$ cat src/rtl/seq_unsigned_divider.sv
// -----------------------------------------------------------------------------
// seq_unsigned_divider
//
// Iterative restoring divider, the inverse of the product_gen unsigned
// multiplier. A 2*WORD_SIZE-bit dividend is divided by a WORD_SIZE-bit
// divisor, producing one quotient bit per clock. Valid/ready handshakes on
// both the operand and the result side.
//
// State table:
//   state  | meaning
//   -------+-----------------------------------------------------------------
//   S_IDLE | waiting for operands, in_ready=1, previous results still shown
//   S_CALC | one restoring step per clock, WORD_SIZE steps total
//   S_DONE | result/flags valid and held until out_ready
//
// Ports:
//   clk        in   1            clock, all state on posedge
//   rst_n      in   1            asynchronous active-low reset
//   in_valid   in   1            dividend/divisor present
//   in_ready   out  1            high only in S_IDLE
//   dividend   in   2*WORD_SIZE  unsigned dividend, sampled on accept edge
//   divisor    in   WORD_SIZE    unsigned divisor, sampled on accept edge
//   out_valid  out  1            result valid, held until taken
//   out_ready  in   1            consumer takes result
//   quotient   out  WORD_SIZE    unsigned quotient (all ones on error)
//   remainder  out  WORD_SIZE    unsigned remainder (zero on error)
//   div_zero   out  1            divisor was zero
//   overflow   out  1            quotient would not fit in WORD_SIZE bits
// -----------------------------------------------------------------------------
module seq_unsigned_divider #(
  parameter int WORD_SIZE = 29
) (
  input  logic                     clk,
  input  logic                     rst_n,
  input  logic                     in_valid,
  output logic                     in_ready,
  input  logic [2*WORD_SIZE-1:0]   dividend,
  input  logic [WORD_SIZE-1:0]     divisor,
  output logic                     out_valid,
  input  logic                     out_ready,
  output logic [WORD_SIZE-1:0]     quotient,
  output logic [WORD_SIZE-1:0]     remainder,
  output logic                     div_zero,
  output logic                     overflow
);

  localparam int W  = WORD_SIZE;
  localparam int CW = (W > 2) ? $clog2(W) : 1;

  typedef enum logic [1:0] {
    S_IDLE = 2'd0,
    S_CALC = 2'd1,
    S_DONE = 2'd2
  } state_t;

  state_t r_state;
  state_t w_state_nxt;

  // Working registers. r_rem holds the partial remainder; its extra (W+1)th
  // bit is never needed in storage because the remainder stays below the
  // divisor between steps. r_lo starts as the dividend low half and, as its
  // bits are consumed MSB-first, quotient bits fill in from the LSB, so after
  // the last step it holds the quotient.
  logic [W-1:0]  r_rem;
  logic [W-1:0]  r_lo;
  logic [W-1:0]  r_div;
  logic [CW-1:0] r_cnt;

  logic [W-1:0]  r_quotient;
  logic [W-1:0]  r_remainder;
  logic          r_div_zero;
  logic          r_overflow;

  logic          w_accept;
  logic          w_dz;
  logic          w_ov;
  logic          w_err;
  logic          w_last;
  logic [W:0]    w_t;
  logic          w_ge;
  logic [W-1:0]  w_r_next;
  logic [W-1:0]  w_q_next;

  assign w_accept = in_valid && (r_state == S_IDLE);

  // Zero divisor takes priority; overflow when the high half alone already
  // reaches the divisor, i.e. the quotient needs more than W bits.
  assign w_dz  = (divisor == '0);
  assign w_ov  = !w_dz && (dividend[2*W-1:W] >= divisor);
  assign w_err = w_dz || w_ov;

  assign w_last = (r_cnt == CW'(W - 1));

  // One restoring step: bring down the next dividend bit, subtract if it fits.
  assign w_t      = {r_rem, r_lo[W-1]};
  assign w_ge     = (w_t >= {1'b0, r_div});
  assign w_r_next = w_ge ? W'(w_t - {1'b0, r_div}) : w_t[W-1:0];
  assign w_q_next = {r_lo[W-2:0], w_ge};

  // State register
  always_ff @(posedge clk or negedge rst_n) begin
    if (!rst_n) begin
      r_state <= S_IDLE;
    end else begin
      r_state <= w_state_nxt;
    end
  end

  // Next state and handshake outputs
  always_comb begin
    w_state_nxt = r_state;
    in_ready    = 1'b0;
    out_valid   = 1'b0;
    case (r_state)
      S_IDLE: begin
        in_ready = 1'b1;
        if (in_valid) begin
          w_state_nxt = w_err ? S_DONE : S_CALC;
        end
      end
      S_CALC: begin
        if (w_last) begin
          w_state_nxt = S_DONE;
        end
      end
      S_DONE: begin
        out_valid = 1'b1;
        if (out_ready) begin
          w_state_nxt = S_IDLE;
        end
      end
      default: begin
        w_state_nxt = S_IDLE;
      end
    endcase
  end

  // Datapath
  always_ff @(posedge clk or negedge rst_n) begin
    if (!rst_n) begin
      r_rem       <= '0;
      r_lo        <= '0;
      r_div       <= '0;
      r_cnt       <= '0;
      r_quotient  <= '0;
      r_remainder <= '0;
      r_div_zero  <= 1'b0;
      r_overflow  <= 1'b0;
    end else if (w_accept) begin
      r_rem      <= dividend[2*W-1:W];
      r_lo       <= dividend[W-1:0];
      r_div      <= divisor;
      r_cnt      <= '0;
      r_div_zero <= w_dz;
      r_overflow <= w_ov;
      if (w_err) begin
        r_quotient  <= '1;
        r_remainder <= '0;
      end
    end else if (r_state == S_CALC) begin
      r_rem <= w_r_next;
      r_lo  <= w_q_next;
      r_cnt <= r_cnt + CW'(1);
      // Results are only published on the final step so the outputs never
      // show a half-built quotient.
      if (w_last) begin
        r_quotient  <= w_q_next;
        r_remainder <= w_r_next;
      end
    end
  end

  assign quotient  = r_quotient;
  assign remainder = r_remainder;
  assign div_zero  = r_div_zero;
  assign overflow  = r_overflow;

endmodule

$ cat config.mk
export PLATFORM = sky130hd
export DESIGN_NAME = seq_unsigned_divider
export DESIGN_NICKNAME = d
export VERILOG_FILES = /design/src/rtl/seq_unsigned_divider.sv
export SDC_FILE = /design/constraint.sdc
export NUM_CORES = 1
export LEC_CHECK = 0
export ABC_AREA = 1
export CORE_ASPECT_RATIO = 1.75
export CORE_MARGIN = 1
export CORE_UTILIZATION = 45
export DETAILED_ROUTE_END_ITERATION = 16
export GPL_TIMING_DRIVEN = 1
export PLACE_DENSITY = 0.67
export SETUP_SLACK_MARGIN = 0.05
export SLEW_MARGIN = 10
export SYNTH_ARGS = -nofsm -noshare
export SYNTH_HDL_FRONTEND = slang
export SYNTH_SLANG_ARGS = --single-unit
$ cat constraint.sdc
create_clock -name clk -period 2.7 [get_ports clk]
set_input_delay 0.54 -clock clk [delete_from_list [all_inputs] [get_ports clk]]
set_output_delay 0.54 -clock clk [all_outputs]
set_load 0.05 [all_outputs]
Word level (Yosys, flattened, before mapping). Cells that the tools add are included. W data, S select, Z words.

Register bits after elaboration: 154. Input bits: 91. Output and inout bits: 62. Word-level logic and storage cells: 52.

Add/subtract/negate cells: 2. Magnitude comparators: 2. Equal/unequal tests: 7. Mux-type cells: 22. Reduce and logical (&&, ||, !) cells: 10.

Operator list (count): $mux W29 (13); $ge A30 B29 Y1 (1); $ge A29 B29 Y1 (1); $logic_not A29 Y1 (1); $sub A29 B29 Y29 (1); $mux W5 (2); $mux W2 (4); $ne A2 B2 Y1 const B (3); $pmux W2 S3 (1); $reduce_and A3 Y1 (2); $add A5 B1 Y5 const B (1); $eq A5 B5 Y1 const B (1); $reduce_bool A2 Y1 (2); $eq A2 B1 Y1 const B (1); $eq A2 B2 Y1 const B (1); $logic_and A1 B1 Y1 (2); $logic_not A2 Y1 (1); $mux W1 (2); $ne A2 B1 Y1 const B (1); $logic_not A1 Y1 (1); $logic_or A1 B1 Y1 (1).

Longest topological paths before layout. Gate-level depths: netlist (run 1).

Word-level depth: 7. Depth in mapped cells: 18. Mapped depth without buffers: 17.

Worst setup path after synthesis (run 1). No wires, ideal clock.

Path kind: flip-flop to flip-flop. Start: reg r_lo[28]. End: reg r_remainder[10] (netlist: remainder[10]). Setup time: 66 ps. Data arrival time: 2174 ps. Data required time: 2634 ps. Path slack: 460 ps. Cell stages (with the launch flop): 19. Path buffers: 1. Period minus slack after synthesis: 2240 ps. Cells stage by stage: dfrtp_1 inv_1 ha_1 inv_1 fa_1 nand3_1 nand3_2 nand2_1 nand2_2 nand2_1 nand2_1 nand2_2 nand3_4 nor2_4 buf_6 nand2_2 nand2_1 nand2_1 nand2_1.

Longest elaborated chain between the ends: 5. Elaborated cells on any way between the ends: 6. Classes of those cells: add/sub: 1; order compare: 1; mux: 4.

Ends and longest elaborated chain: start: declaration (RTL line 65) `logic [W-1:0] r_lo;`; start signal: assignment (RTL line 151) `r_lo <= dividend[W-1:0];`; start signal: assignment (RTL line 162) `r_lo <= w_q_next;`; $sub A29 B29 Y29 or $ge A30 B29 Y1 (tied branches) (RTL line 97, 96); $mux W29 (*) (RTL line 97) `assign w_r_next = w_ge ? W'(w_t - {1'b0, r_div}) : w_t[W-1:0];`; $mux W29 (*) (RTL line 166) `if (w_last) begin`; $mux W29 (*) (RTL line 160) `end else if (r_state == S_CALC) begin`; $mux W29 (*) (RTL line 149) `end else if (w_accept) begin`; end signal: assignment (RTL line 168) `r_remainder <= w_r_next;`; end: declaration (RTL line 70) `logic [W-1:0] r_remainder;`.

Mark *: on every way between the ends. The rest lies on a longest branch, timed or not. The select of a mux whose other input is x is not followed. A chain may end at the register's enable or synchronous reset.

Final worst setup path (run 1).
Start: in divisor[26]. End: reg r_quotient[3] (netlist: quotient[3]).

Longest elaborated chain between the ends: 6. Elaborated cells on any way between the ends: 7. Classes of those cells: order compare: 1; eq/ne: 1; reduce/logical: 5.

Ends and longest elaborated chain: start: declaration (RTL line 38) `input logic [WORD_SIZE-1:0] divisor,`; branches (longest 3 deep; another with $ge A29 B29 Y1); $logic_or A1 B1 Y1 (*) (RTL line 90) `assign w_err = w_dz || w_ov;`; $ne A2 B1 Y1 (no line) (*); $reduce_and A3 Y1 (no line) (*); end signal: assignment (RTL line 167) `r_quotient <= w_q_next;`; end: declaration (RTL line 69) `logic [W-1:0] r_quotient;`.

Every way passes the cells marked *.

==> summary.txt, run 1 <==
STA
  – Unrepaired setup endpoints after global routing: false
  – Period minus WS final: 2.53 ns
  – Max_slew headroom: 59.6%
  – Max frequency: about 0.40 GHz
  – Skew final: 0.00974 ns
  – Worst-margin pin slew: a little over 0.6 ns
  – Final hold violations: 0
  – Fin crit share: 93.7%
  – Setup violators final: 0
  – Slew Viols, Final: 0

Clock network
  – CTS tree: built
  – Hold_buf cts: 0
  – CTS root buffer: clkbuf_16
  – Clock transition at the registers of the reported paths: 0.06 ns
  – H-tree levels: 4
  – CTS Sinks: between 150 and 200
  – TritonCTS buffer count: 17
  – CTS max path bufs: 2
  – Clk_lat worst skew: ~0.43 ns

Global route
  – Initial antenna violation count: 1
  – Largest net degree at the start of global routing: 110
  – First-pass GRT wire length: about 49 mm
  – Vias in the first global route: about 9900
  – GRT overflow: 0
  – Total track usage: 27.4%

Logic synthesis
  – Seq/Total Area, Yosys: 38.1%
  – #FFs+latches synth: approximately 150
  – Post-Syn Area: 0.0101 mm^2
  – YS warnings: 0
  – EDFF count, synth: 0
  – Syn nets: 1615
  – Cells after Synth: 1463
  – Synth async-reset ratio: 100%
  – Ys flop type: dfrtp_1
  – Avg Synthesized Cell Area: between 6 and 7 um^2
  – Library cells used by synthesis: 36

Finish
  – Fill cells: 2064
  – Design area: 0.0136 mm^2
  – Final core occ: 61.5%
  – Most frequent cells in the layout: nand2_1, inv_1, dfrtp_1
  – Area Growth Syn to Fin: 34.3%
  – Nets: 1853
  – Share of cells above drive strength 1: around an eighth
  – Commonest non-fill, non-tap cell in the layout: nand2_1

Worst setup path
  – Critical Path Start Type: input pin
  – Arrival time worst endpoint: 2.90 ns
  – Critical path buffers and inverters: 5
  – R2r setup slk: 0.20 ns
  – Largest fanout on the critical path: 10
  – Slowest CP cell: clkdlybuf4s50_1
  – Largest delay share family, worst path: buffers and inverters
  – Critical path type: in -> reg
  – WP data required: 3.07 ns
  – Crit path largest cell delay: 0.48 ns
  – RR Endpoint: remainder[12]$_DFFE_PN0P_
  – Crit. End Element: flop
  – R2R depth: 18
  – Crit. Startpoint: divisor[26]
  – Worst R2R Start: r_lo[28]$_DFFE_PN0P_
  – Worst path cell trace: clkdlybuf4s50_1, inv_2, ha_4, nand2_2, nor2_4, nand4_1, a21oi_1, nor2_1, buf_4, nand3_2, nor2_2, nor2_4, buf_6, buf_6, nand2_1, nand2_1

Floorplan
  – Die height: 200 um
  – Initial Util: between 40% and 50%
  – Die width: 115 um
  – Row Count: 72
  – Core area: 0.0221 mm^2
  – Die ar.: 0.0231 mm^2
  – I/O Pins: 153

Placed design
  – Routability cong.: 0.927
  – IO buf count: 152
  – Post-placement cell area: 0.0126 mm^2
  – Final HPWL DP: 22.9 mm

Detailed routing
  – DRT Pass-1 Iters: 5
  – Wire length per cell: ~16 um
  – Vias per inst: 4.90
  – Vias: 9845
  – Detail Route Antenna Nets: 0
  – Total wire length: 31.4 mm
  – DRC violations left: 0
  – Drt first-iter violations: between 400 and 500

Run
  – Max Cap Viol: 0

Outcome
  – Status: finished clean

Pwr
  – Max VDD drop: roughly 960 uV
  – Leakage: 7.41 nW
  – Final Total Pwr: 20.0 mW
  – PwrDens: 1470 mW/mm^2

Hold path
  – Hold Crit Class: in -> async
==> cells in the mapped netlist (3+ instances only) <==
cell	number	share of area, %
buf_1	5	0.19
inv_2	5	0.19
nand2_1	591	22
xor2_1	13	1.1
nand4_1	28	1.7
ha_1	60	7.4
dfrtp_1	154	38
a21oi_1	24	1.2
buf_2	18	0.89
nand2_2	13	0.80
clkbuf_1	15	0.56
nor2_1	59	2.2
nand3_1	66	3.3
or2_2	28	1.7
buf_6	3	0.33
o21ai_0	97	4.8
buf_4	7	0.52
a22o_1	28	2.4
inv_1	224	8.3
nor2_4	4	0.45
==> flip-flops by register name, summed over array words and instances (netlist names) <==
signal,count
remainder,29
r_state,2
overflow,1
r_rem,29
quotient,29
r_lo,29
div_zero,1
r_cnt,5
r_div,29
==> cells by family (layout without fill, tap and decap cells) <==
group | Yosys count | count (layout) | share of synthesized area, %
XOR/XNOR | 14 | 14 | 1.21
adder cells (fa/ha/maj) | 61 | 61 | 7.63
flip-flops | 154 | 154 | 38.1
AO/OA/AOI/OAI | 157 | 157 | 9.02
AND/OR/NAND/NOR | 800 | 800 | 33.0
buffers and inverters | 277 | 525 | 11.0
other | 0 | 1 | 0
==> metal layers <==
layer	vias to the layer above	wire length (um)	global-route usage [%]
met5	-	0	0
met4	0	1710	15.4
met3	87	1290	4.75
met2	239	16400	49.3
met1	4498	12000	29.5
li1	5021	-	-
==> stage by stage <==
step	hold slack, ns	cells	setup TNS [ns]	setup WS, ns
finish	0.0930	2008	0	0.170
global route	0.137	2008	0	0.0202
CTS	0.114	1990	0	0.0969
detailed placement	0.459	1961	-21.65	-0.518
global placement	0.455	1961	-19.27	-0.431
floorplan	0.244	1463	0	0.460
==> how the worst max path moves through the flow <==
stage	cells past startpoint	slack [ns]	end
6_report	16	0.17	quotient[3]$_DFFE_PN0P_
3_3_place_gp	14	-0.43	quotient[0]$_DFFE_PN0P_
5_1_grt	18	0.02	remainder[12]$_DFFE_PN0P_
2_1_floorplan	18	0.46	remainder[10]$_DFFE_PN0P_
4_1_cts	14	0.1	quotient[0]$_DFFE_PN0P_
3_5_place_dp	14	-0.52	quotient[0]$_DFFE_PN0P_
==> cell type report <==
class                   count  area, um^2  share of cell area (%)
diodes                      1        2.50                  0.0184
clock buffers              20         467                    3.44
clock inverters             9         115                   0.849
inverters                 229         865                    6.37
multi-input cells        1032        5230                    38.6
flip-flops and latches    154        3850                    28.4
well taps                 296         370                    2.73
repair buffers            267        2660                    19.6
==> power by group <==
| part | leakage [nW] | internal (mW) | switching (mW) |
|---|---|---|---|
| Sequential | 1.91 | 3.45 | 0.721 |
| Clock | 0.281 | 1.43 | 0.990 |
| Combinational | 5.22 | 4.93 | 8.44 |
==> worst register-to-register path, cell delays in order, from the launching register on <==
cell and delay, ns:
dfrtp_1 0.39, inv_1 0.07, ha_2 0.16, inv_2 0.05
fa_2 0.37, nand3_1 0.09, nand3_2 0.08, nand2_1 0.08
nand2_2 0.06, nand2_1 0.07, nand2_2 0.06, nand2_2 0.08
nand3_4 0.11, nor2_4 0.29, clkbuf_16 0.23, nand2_2 0.05
nand2_1 0.07, nand2_1 0.06, nand2_1 0.06
==> repair_timing <==
item	4_1_cts	5_1_grt
endpoints found under the setup margin	38	86
pin swaps	0	9
buffers inserted	0	9
gates resized for setup	2	35
cloned	0	8
Note: power is estimated with default switching activity, not from simulation.
==> run 2: changes to the inputs <==
CORE_UTILIZATION = 53   (was 45)
PLACE_DENSITY = 0.78   (was 0.67)
==> run 2 against run 1 <==
- sequential power about the same
- highest routed layer unchanged
- total power down 1.4%
- critical path depth down 2
- critical path type unchanged
- largest cell class unchanged
==> summary.txt, run 2 (synthesis gave the netlist of run 1 again) <==
Finish
  – Nets: 1834
  – Commonest non-fill, non-tap cell in the layout: nand2_1
  – Final cell count without fillers: 1931
  – Share of cells above drive strength 1: 12.0%
  – Most frequent cells in the layout: nand2_1, inv_1, dfrtp_1
  – Area Growth Syn to Fin: 31.3%
  – Fill cells: ~1600
  – Antenna fix cells: 0
  – Design area: 0.0133 mm^2

Outcome
  – Status: finished clean

STA
  – Max frequency: just under 0.4 GHz
  – Setup violators final: 0
  – Final hold violations: 0
  – Period minus WS final: 2.58 ns
  – Fin worst setup slack: 0.120 ns
  – Slew Viols, Final: 0
  – Max_slew headroom: 54.1%
  – Worst-margin pin slew: 0.688 ns
  – Setup TNS: 0 ns
  – Unrepaired setup endpoints after global routing: false
  – Skew final: 0.0247 ns
  – Hold WS: 0.0862 ns
  – Fin crit share: 95.6%

Worst setup path
  – R2R depth: 19
  – Largest fanout on the critical path: 5
  – Arrival time worst endpoint: approximately 3.0 ns
  – Critical path type: in -> reg
  – WP data required: 3.08 ns
  – Slowest CP cell: clkdlybuf4s50_1
  – Most Frequent Cell on Critical Path: nor2_2
  – Worst path cell trace: clkdlybuf4s50_1, ha_4, nand2_1, nor2_2, nand4_1, nor2_2, nand2_2, nand3_4, nor2_2, nor2_4, buf_6, buf_12, o21ai_0, nand2_1
  – RR Endpoint: remainder[6]$_DFFE_PN0P_
  – Critical Path Start Type: input pin
  – Crit. End Element: flop
  – R2r setup slk: about 0.23 ns
  – Largest delay share family, worst path: simple AND/OR/NAND/NOR gates
  – Critical path buffers and inverters: 3
  – Worst R2R Start: r_lo[28]$_DFFE_PN0P_
  – Crit path largest cell delay: 0.52 ns

Detailed routing
  – Vias per inst: 5.18
  – DRC violations left: 0
  – Vias: between 10000 and 15000
  – Detail Route Antenna Nets: 0
  – Drt first-iter violations: 556
  – Wire length per cell: 15.8 um
  – Total wire length: around 30 mm
  – DRT Pass-1 Iters: 7

Clock network
  – CTS tree: built
  – Hold_buf cts: 0
  – Clk_lat worst skew: 0.45 ns
  – H-tree levels: 4
  – TritonCTS buffer count: 17
  – CTS Sinks: 154
  – CTS root buffer: clkbuf_16
  – Clock transition at the registers of the reported paths: 0.06 ns
  – CTS max path bufs: 2

Global route
  – GRT overflow: 0
  – Largest net degree at the start of global routing: 73
  – Vias in the first global route: 10081
  – Initial antenna violation count: 0
  – First-pass GRT wire length: 48.4 mm
  – Total track usage: 32.0%

Placed design
  – IO buf count: 152
  – Final HPWL DP: 22.6 mm
  – Post-placement cell area: 0.0124 mm^2
  – Cell Count Post-Placement: 1889
  – Setup slack at placement: -0.528 ns
  – Routability cong.: just under 1

Floorplan
  – Initial Util: 54.1%
  – Row Count: 66
  – I/O Pins: 153
  – Core area: around 0.019 mm^2
  – Die ar.: 0.0196 mm^2
  – Die height: 185 um
  – Die width: ~110 um

Pwr
  – Comb pwr share: between 60% and 70%
  – Leakage: 7.30 nW
  – P_sw: 10.2 mW
  – Sw Ratio: 51.6%
  – PwrDens: 1480 mW/mm^2
  – Max VDD drop: ~970 uV
  – Sequential share of power: 21.2%
  – Clock network power share: a little under an eighth
  – Internal cell power: ~9.5 mW

Run
  – Max Cap Viol: 0

Hold path
  – Hold Crit Class: in -> async
-- run 2: worst max path at each step --
stage,cells after the start,start,slack [ns],to
after floorplan,18,r_lo[28]$_DFFE_PN0P_,0.46,remainder[10]$_DFFE_PN0P_
after detailed placement,14,dividend[56],-0.53,remainder[26]$_DFFE_PN0P_
final,14,dividend[57],0.12,quotient[0]$_DFFE_PN0P_
after global routing,14,dividend[57],0.03,quotient[15]$_DFFE_PN0P_
after CTS,14,divisor[28],0.05,remainder[26]$_DFFE_PN0P_
after global placement,13,divisor[28],-0.47,remainder[26]$_DFFE_PN0P_
-- run 2: repair_timing --
item,CTS,global route
pin swaps,0,14
gates resized for setup,2,31
setup buffers,0,8
cloned,0,4
endpoints found under the setup margin,59,88
-- run 2: metal layers --
metal	vias to the layer above	wire, um	track usage [%]
met3	112	1270	5.55
met2	300	15800	57.8
met4	0	1830	20.4
met5	-	0	0
met1	4630	11500	33.8
li1	4965	-	-
-- run 2: power by group through the flow --
stage	sequential (mW)	clock, mW	combinational (mW)
finish	4.18	2.23	13.3
global route	4.29	2.34	14.8
CTS	4.17	2.27	12.8
detailed placement	4.17	0	12.7
global placement	4.18	0	12.4
floorplan	5.40	0	7.74
-- run 2: cell type report --
cell class,count,area [um^2],share of cell area (%)
multi-input combinational,1032,5260,39.6
sequential,154,3850,29.1
timing repair buffer,248,2460,18.6
inverter,229,860,6.48
clock buffer,19,433,3.26
tap,238,298,2.25
clock inverter,11,98.8,0.745
-- run 2: per-stage QoR --
step                      util [%]  power [mW]
final                         71.1        19.7
after global routing          71.1        21.4
after CTS                     69.5        19.2
after detailed placement      66.6        16.8
after global placement        66.6        16.6
after floorplan                  -        13.1
==> run 3: changes to the inputs <==
REMOVE_ABC_BUFFERS = 1   (was unset)
SLEW_MARGIN = unset   (was 10)
==> run 3 against run 2 <==
- worst hold slack worse by 0.0055 ns
- largest power group unchanged
- core utilization increased by 0.97 points
- sequential power about the same
- die area did not move
- design area grew 1.4%
==> summary.txt, run 3 (synthesis gave the netlist of run 1 again) <==
Finish
  – Nets: 1844
  – Commonest non-fill, non-tap cell in the layout: nand2_1
  – Fill cells: about 1600
  – Design area: 0.0134 mm^2
  – Final cell count without fillers: ~1900
  – Most frequent cells in the layout: nand2_1, inv_1, dfrtp_1
  – Area Growth Syn to Fin: 33.0%
  – Register area: 0.00385 mm^2
  – Share of cells above drive strength 1: roughly an eighth
  – Antenna fix cells: 0
  – Area of the multi-input gates: 0.00526 mm^2

Worst setup path
  – R2r setup slk: 0.16 ns
  – WP data required: about 3 ns
  – Most Frequent Cell on Critical Path: nand2_1
  – Worst R2R Start: r_lo[28]$_DFFE_PN0P_
  – Largest fanout on the critical path: 8
  – Crit path largest cell delay: 0.45 ns
  – Crit. End Element: flop
  – Arrival time worst endpoint: 3.03 ns
  – RR Endpoint: remainder[15]$_DFFE_PN0P_
  – Critical Path Stages: 17
  – Critical Path Start Type: input pin
  – Worst path cell trace: clkdlybuf4s50_1, inv_1, ha_1, nand2_1, nor2_2, nand4_1, buf_4, nor2_4, nand2_2, nand3_2, nor2_2, nor2_4, buf_4, buf_8, clkbuf_16, nand2_1, nand2_1
  – Crit. Startpoint: divisor[25]
  – Largest delay share family, worst path: buffers and inverters
  – Critical path type: in -> reg
  – R2R depth: 18
  – Slowest CP cell: clkdlybuf4s50_1
  – Critical path buffers and inverters: 6
  – Worst Setup EP: remainder[9]$_DFFE_PN0P_

Pwr
  – PwrDens: 1490 mW/mm^2
  – Leakage: 7.36 nW
  – Max VDD drop: roughly 940 uV
  – Final Total Pwr: between 20 and 25 mW

STA
  – Max frequency: 0.378 GHz
  – Hold WS: 0.0807 ns
  – Setup TNS: 0 ns
  – Slew Viols, Final: 0
  – Fin crit share: 98.1%
  – Worst-margin pin slew: 0.563 ns
  – Setup violators final: 0
  – Final hold violations: 0
  – Max_slew headroom: 62.4%
  – Skew final: 0.00841 ns
  – Period minus WS final: 2.65 ns

Detailed routing
  – Detail Route Antenna Nets: 0
  – Vias per inst: ~5.2
  – Total wire length: a little over 30 mm
  – DRC violations left: 0
  – Drt first-iter violations: 580
  – DRT Pass-1 Iters: 7
  – Vias: 10157
  – Wire length per cell: 15.7 um

Floorplan
  – Die width: 106 um
  – Row Count: 66
  – Die ar.: 0.0196 mm^2
  – Die height: 185 um
  – Initial Util: between 50% and 60%
  – Core area: 0.0187 mm^2
  – I/O Pins: 153

Run
  – Max Cap Viol: 0

Clock network
  – H-tree levels: 4
  – TritonCTS buffer count: 17
  – CTS root buffer: clkbuf_16
  – CTS tree: built
  – Clock transition at the registers of the reported paths: 0.07 ns
  – Clk_lat worst skew: 0.44 ns
  – CTS max path bufs: 2
  – Hold_buf cts: 0
  – CTS Sinks: 154

Hold path
  – Hold Crit Class: in -> async

Placed design
  – Post-placement cell area: between 0.01 and 0.015 mm^2
  – Cell Count Post-Placement: 1895
  – Final HPWL DP: 22.6 mm
  – IO buf count: 152
  – Routability cong.: 0.953

Global route
  – First-pass GRT wire length: ~47 mm
  – Total track usage: 31.2%
  – Initial antenna violation count: 0
  – Largest net degree at the start of global routing: 66
  – Vias in the first global route: 9852
  – GRT overflow: 0

Outcome
  – Status: finished clean
run 3: per-layer routing:
layer | GRT usage [%] | wire length, um | share of wire, %
met5 | 0 | 0 | 0
met4 | 17.7 | 1620 | 5.3
met3 | 4.74 | 1410 | 4.6
met2 | 56.1 | 16100 | 53
met1 | 34.5 | 11500 | 38
run 3: where the power goes:
part           total, mW  switching (mW)  internal, mW
Clock               2.46            1.05          1.41
Combinational       13.4            8.50          4.92
Sequential          4.21           0.765          3.45
Total               20.1            10.3          9.77
run 3: how the worst min path moves through the flow:
| stage | startpoint | to | slack [ns] |
|---|---|---|---|
| 2_1_floorplan | rst_n | div_zero$_DFFE_PN0P_ | 0.24 |
| 3_3_place_gp | quotient[14]$_DFFE_PN0P_ | quotient[14]$_DFFE_PN0P_ | 0.46 |
| 3_5_place_dp | quotient[18]$_DFFE_PN0P_ | quotient[18]$_DFFE_PN0P_ | 0.46 |
| 4_1_cts | rst_n | quotient[26]$_DFFE_PN0P_ | 0.09 |
| 5_1_grt | rst_n | quotient[3]$_DFFE_PN0P_ | 0.10 |
| 6_report | rst_n | quotient[26]$_DFFE_PN0P_ | 0.08 |
run 3: layout make-up:
| cell class | instances | share of cell area (%) |
|---|---|---|
| multi-input cells | 1032 | 39.2 |
| flip-flops and latches | 154 | 28.7 |
| repair buffers | 258 | 19.1 |
| inverters | 229 | 6.43 |
| clock buffers | 18 | 3.27 |
| well taps | 238 | 2.22 |
| clock inverters | 14 | 1.19 |
run 3: repair_timing:
action,CTS,global route
endpoints found under the setup margin,0,84
setup buffers,0,9
resized for setup,0,35
hold endpoints to repair,0,0
run 3: through the flow:
step	util [%]	worst slack (ns)
after global placement	66.8	-0.333
after global routing	72.0	-0.0545
after CTS	70.0	0.0809
final	72.0	0.0510
after floorplan	-	-2.47
after detailed placement	66.8	-0.350
